[src/rtl/data_memory.sv]
// data_memory: word-organised RAM with combinational read, clocked write and synchronous clear.
// Define DATA_MEMORY_BOUNDS_CHECK_EN to add out_addr_error and block out-of-range accesses.
module data_memory #(
  parameter int DATA_WIDTH = 32,
  parameter int DEPTH = 64,
  localparam int ADDR_BITS = $clog2(DEPTH)
) (
  input  logic                  clk,
  input  logic                  reset,
  input  logic [31:0]           in_address,
  input  logic [DATA_WIDTH-1:0] in_write_data,
  input  logic                  in_write_enable,
`ifdef DATA_MEMORY_BOUNDS_CHECK_EN
  output logic                  out_addr_error,
`endif
  output logic [DATA_WIDTH-1:0] out_data
);
  logic [DATA_WIDTH-1:0] mem [DEPTH];
  logic [ADDR_BITS-1:0] idx;
  logic addr_ok;
  assign idx = in_address[ADDR_BITS-1:0];
`ifdef DATA_MEMORY_BOUNDS_CHECK_EN
  assign addr_ok = in_address < 32'(DEPTH);
  assign out_addr_error = !addr_ok;
`else
  // Upper address bits alias onto the array, so they play no part in decoding.
  logic unused_hi;
  assign unused_hi = ^in_address[31:ADDR_BITS];
  assign addr_ok = 1'b1;
`endif
  assign out_data = addr_ok ? mem[idx] : '0;
  always_ff @(posedge clk) begin
    if (reset) begin
      for (int i = 0; i < DEPTH; i++) mem[i] <= '0;
    end else if (in_write_enable && addr_ok) begin
      mem[idx] <= in_write_data;
    end
  end
endmodule

[config.mk]
export PLATFORM = sky130hd
export DESIGN_NAME = data_memory
export DESIGN_NICKNAME = d
export VERILOG_FILES = /design/src/rtl/data_memory.sv
export SDC_FILE = /design/constraint.sdc
export NUM_CORES = 2
export LEC_CHECK = 0
export BUFFER_PORTS_ARGS = -buffer_cell sky130_fd_sc_hd__buf_2
export CORE_MARGIN = 10
export CORE_UTILIZATION = 45
export DETAILED_ROUTE_END_ITERATION = 8
export PLACE_DENSITY_LB_ADDON = 0.15
export SLEW_MARGIN = 20
export SYNTH_ARGS = -nofsm -noshare
export SYNTH_HDL_FRONTEND = slang
export SYNTH_SLANG_ARGS = --single-unit
[constraint.sdc]
create_clock -name clk -period 2.3 [get_ports clk]
set_clock_uncertainty 0.05 [all_clocks]
set_input_delay 0.23 -clock clk [delete_from_list [all_inputs] [get_ports clk]]
set_output_delay 0.23 -clock clk [all_outputs]
set_load 0.05 [all_outputs]
Word level (Yosys, flattened, before mapping)
Memories as Yosys holds them, arrays and structs flattened.
Index checks and enable logic that the tools add are counted.
{ "classes": {"n_reduce_logical": 1, "muxes": 8} }
{ "ops": {"columns": ["op", "count"], "rows": [
  ["32-bit 2-to-1 mux", 1],
  ["32-bit OR reduction", 1],
  ["1-bit 2-to-1 mux", 6],
  ["6-bit 2-to-1 mux", 1]
]} }
{ "totals": {"memories": 1, "input_bits": 67, "elab_cells": 10, "register_bits": 0, "mem_bits_rw": 2048} }
{ "memory_table": {"columns": ["name", "words", "width", "read_ports", "rd_ports_with_merged_regs", "wr", "line", "source"], "rows": [
  ["mem", 64, 32, 1, 0, 64, "18", "logic [DATA_WIDTH-1:0] mem [DEPTH];"]
]} }

Logic depth before layout (Yosys ltp)
{ "depth": {"depth_word": 5, "ltp_mapped": 11, "mapped_depth_nobuf": 6} }

Least setup slack after synthesis
Ideal clock, no wire load.
{ "synth_timing": {"kind": "input to output", "startpoint": "input port in_address[2]", "endpoint": "output port out_data[1]", "path_stages": 9, "slack_ps": -288, "t_required_ps": 2020, "arrival_time_ps": 2308, "n_path_buf": 5, "cell_sequence": "buf_6 buf_6 buf_6 buf_2 buf_1 mux4_2 mux2i_1 o22ai_1 or4_1"} }
{ "synth_between": {"elab_chain_cells": 1} }
{ "synth_rtl": {"columns": ["item", "line", "source"], "rows": [
  ["start, declared", "10", "input logic [31:0] in_address,"],
  ["memory 64 x 32 bit", null, null],
  ["end, declared", "16", "output logic [DATA_WIDTH-1:0] out_data"]
]} }
No other way between the ends.

Worst setup path after layout
{ "layout_timing": {"startpoint": "memory mem[1][1]", "endpoint": "output port out_data[1]"} }
{ "layout_between": {"elab_chain_cells": 1} }
{ "layout_rtl": {"columns": ["item", "line"], "rows": [
  ["start, declared", "18"],
  ["memory 64 x 32 bit", null]
]} }
No other way between the ends.

==> metrics.log <==
INFO  metric cts.reportedPaths.clkPinSlew = roughly 60 ps
INFO  metric placementRows = 166
INFO  metric worstPathRequired = 2020 ps
INFO  metric cp_slowest_stage_delay = between 600 and 700 ps
INFO  metric postRouteAntennaNets = 0
INFO  metric cp_max_fo = 1
INFO  metric fmax = roughly 0.28 GHz
INFO  metric period_minus_slack = 3540 ps
INFO  metric worst_setup_path_start_kind = flop
INFO  metric layout_worst_path_cycle_share = 1.54
INFO  metric chipWidth = 474 µm
INFO  metric comb_power_share = 0.108
INFO  metric synth-edff-count = 2048
INFO  metric violations = negative setup slack
INFO  metric layout.cell_area.non_filler = 114000 µm²
INFO  metric drv_cap = 0
INFO  metric tritoncts_num_sinks = 2048
INFO  metric drc = 0
INFO  metric grt_pass1_wl = 463000 µm
INFO  metric design_power_total = 88.0 mW
INFO  metric crit_arrival = 3260 ps
INFO  metric share_of_layout_cells_above_drive_strength_1 = 0.255
INFO  metric hold_violations = 0
INFO  metric routed_via_density = 6.08
INFO  metric grt_antenna_before_repair = 31
INFO  metric mappedNetlistNets = 7037
INFO  metric synth_top_cells_by_area = edfxtp_1 (66%), and2_1 (14%), a22oi_1 (3.0%)
INFO  metric run_status = finished, violations left
INFO  metric worst_pin_slew = approximately 1100 ps
INFO  metric grtUsageTotal = 0.285
INFO  metric cpMaxStageDelayCell = or4_4
INFO  metric final_core_util = 0.555
INFO  metric rsz0062_at_grt = yes
INFO  metric avgRoutedWirePerCell = 31.8 µm
INFO  metric hold_path_class = in -> reg
INFO  metric synthFlopType = edfxtp_1
INFO  metric floorplan.die.height = about 470 µm
INFO  metric port_buffer_count = 72
INFO  metric clockRootBuffer = clkbuf_16
INFO  metric hpwlAfterDp = between 200000 and 250000 µm
INFO  metric post_synth_instance_area = 92800 µm²
INFO  metric critical_path.endpoint_type = primary output
INFO  metric cts-buffers-inserted = 215
INFO  metric drtPass1Iterations = 6
INFO  metric ys_types = 57
INFO  metric floorplan.initialDensity = 0.453
INFO  metric cell_by_cell_listing_of_the_critical_path = mux2_2 -> a221oi_2 -> a21oi_2 -> o21ai_2 -> nand4_1 -> or4_4 -> buf_12
INFO  metric reg.largest.list = mem x2048
INFO  metric reg_with_most_ffs = mem
INFO  metric first_global_vias = 61900
INFO  metric htree_num_levels = 4
INFO  metric post-route-worst-setup-slack = -1240 ps
INFO  metric placed_cell_area = 104000 µm²
INFO  metric synthDominantCellAreaShare = 0.663
INFO  metric slew-limit-headroom = 0.263
INFO  metric post_synth_most_frequent_cells = and2_1 (2051), edfxtp_1 (2048), clkbuf_1 (566), a22oi_1 (374), a221oi_1 (291)
INFO  metric synthMostInstantiatedCell = and2_1
INFO  metric gp_routability_congestion = 0.975
INFO  metric power.static_leakage = 40.3 nW
INFO  metric synth-seq-area-share = 0.663
INFO  metric synthToLayoutAreaGrowth = 22.5%
INFO  metric power.share.clock = 0.396
INFO  metric slew_viol_final = 0
INFO  metric switching_share = 0.247
INFO  metric synth.avg_cell_area = between 10 and 15 µm²
INFO  metric top_level_port_count = 99
INFO  metric worst_setup_path_type = reg -> out
INFO  metric power.density = just under 800 nW/µm²
INFO  metric max_reg_flops = between 2000 and 2500
INFO  metric p_int = 66.2 mW
INFO  metric yosysWarningCount = 0
INFO  metric cts.path.max_buffers = 3
INFO  metric largest_net_degree_at_the_start_of_global_routing = 65
INFO  metric synth_area_leader_cell = edfxtp_1
INFO  metric synthCells = roughly 7000
INFO  metric design.final.nets = 7484
INFO  metric total_number_of_vias = 62600
INFO  metric initial_drc_count = slightly below 8000
INFO  metric yosys_register_bits = 2048
INFO  metric net-switching-power = between 20 and 25 mW
INFO  metric vdd_ir_drop_max = 0.813 mV
INFO  metric pre_cts_ws = -1570 ps
INFO  metric sequentialPowerShare = 0.495
INFO  metric wl = 327000 µm
INFO  metric core_area = 205000 µm²
INFO  metric tritoncts = yes
INFO  metric synth_async_sr_flop_share = 0
INFO  metric finalSetupViolCount = 32
INFO  metric design.die.area = 225000 µm²
INFO  metric globalRouteOverflowTotal = 0
[path summary, 6_finish.rpt]
check	start	to	cells past startpoint	slack [ps]
setup / recovery	mem[1][1]$_SDFFCE_PN0P_	out_data[1]	7	-1240
hold / removal	in_write_data[0]	mem[16][0]$_SDFFCE_PN0P_	2	130
[timing repair]
item | in CTS | in global routing
buffers inserted | 0 | 0
hold buffers | 24 | 0
hold endpoints to repair | 898 | 0
endpoints found under the setup margin | 32 | 596
pin swaps | 130 | 120
resized for setup | 395 | 185
cloned | 0 | 1
[metrics by stage]
stage | setup TNS, ps | hold slack, ps | std cells
after floorplan | -51.4 | 639 | 6970
after global placement | -2132710 | 588 | 9887
after detailed placement | -2146580 | 602 | 9887
after CTS | -35580 | 31.9 | 10300
after global routing | -35070 | 99.5 | 10300
final | -33580 | 125 | 10300
[power by group through the flow]
stage / combinational (mW) / clock, mW / sequential [mW]
after floorplan: 3.94 / 0 / 44.0
after global placement: 8.67 / 0 / 44.2
after detailed placement: 8.70 / 0 / 44.3
after CTS: 9.24 / 35.2 / 43.5
after global routing: 9.80 / 36.7 / 43.7
final: 9.54 / 34.9 / 43.6
[critical path: cells and delay by family, from the launching register on]
family | cells | cell delay, ps
buffers and inverters | 1 | 190
AO/OA/AOI/OAI | 3 | 620
AND/OR/NAND/NOR | 2 | 900
multiplexers | 1 | 290
flip-flops | 1 | 370
[cell families (layout without fill, tap and decap cells)]
kind of cell / after synthesis / count (layout) / share of synthesized area
and+or+nand+nor: 2536 / 2536 / 0.164
DFF: 2048 / 2048 / 0.663
AOI/OAI and AO/OA: 1326 / 1326 / 0.103
buffers and inverters: 773 / 1398 / 0.0341
muxes: 287 / 287 / 0.0369
other: 0 / 6 / 0
[layout make-up]
type / count / area, µm²
fill: 16500 / 91100
sequential: 2048 / 61500
multi-input combinational: 4149 / 31100
timing repair buffer: 1000 / 10700
clock buffer: 267 / 5600
tap: 2688 / 3360
clock inverter: 128 / 1360
inverter: 3 / 18.8
antenna: 6 / 15.0
[metal layers]
metal / global-route usage / vias up / wire, µm
li1: - / 26700 / -
met1: 0.391 / 32100 / 130000
met2: 0.437 / 3205 / 148000
met3: 0.0573 / 635 / 31600
met4: 0.128 / 4 / 16700
met5: 0 / - / 23
[layout by cell type, fill, tap and decap left out, types with 56 or more instances in the layout]
master,count
nand2_1,77
edfxtp_1,2048
a221oi_2,69
mux2i_1,143
buf_12,230
nor2_2,60
buf_4,657
nor2_1,133
o21ai_0,108
clkbuf_16,222
a221oi_1,212
mux2_2,87
a22oi_2,69
clkinv_1,56
o22ai_1,109
a22oi_1,305
a21oi_1,92
and2_1,2049
Note: power is estimated with default switching activity, not from simulation.
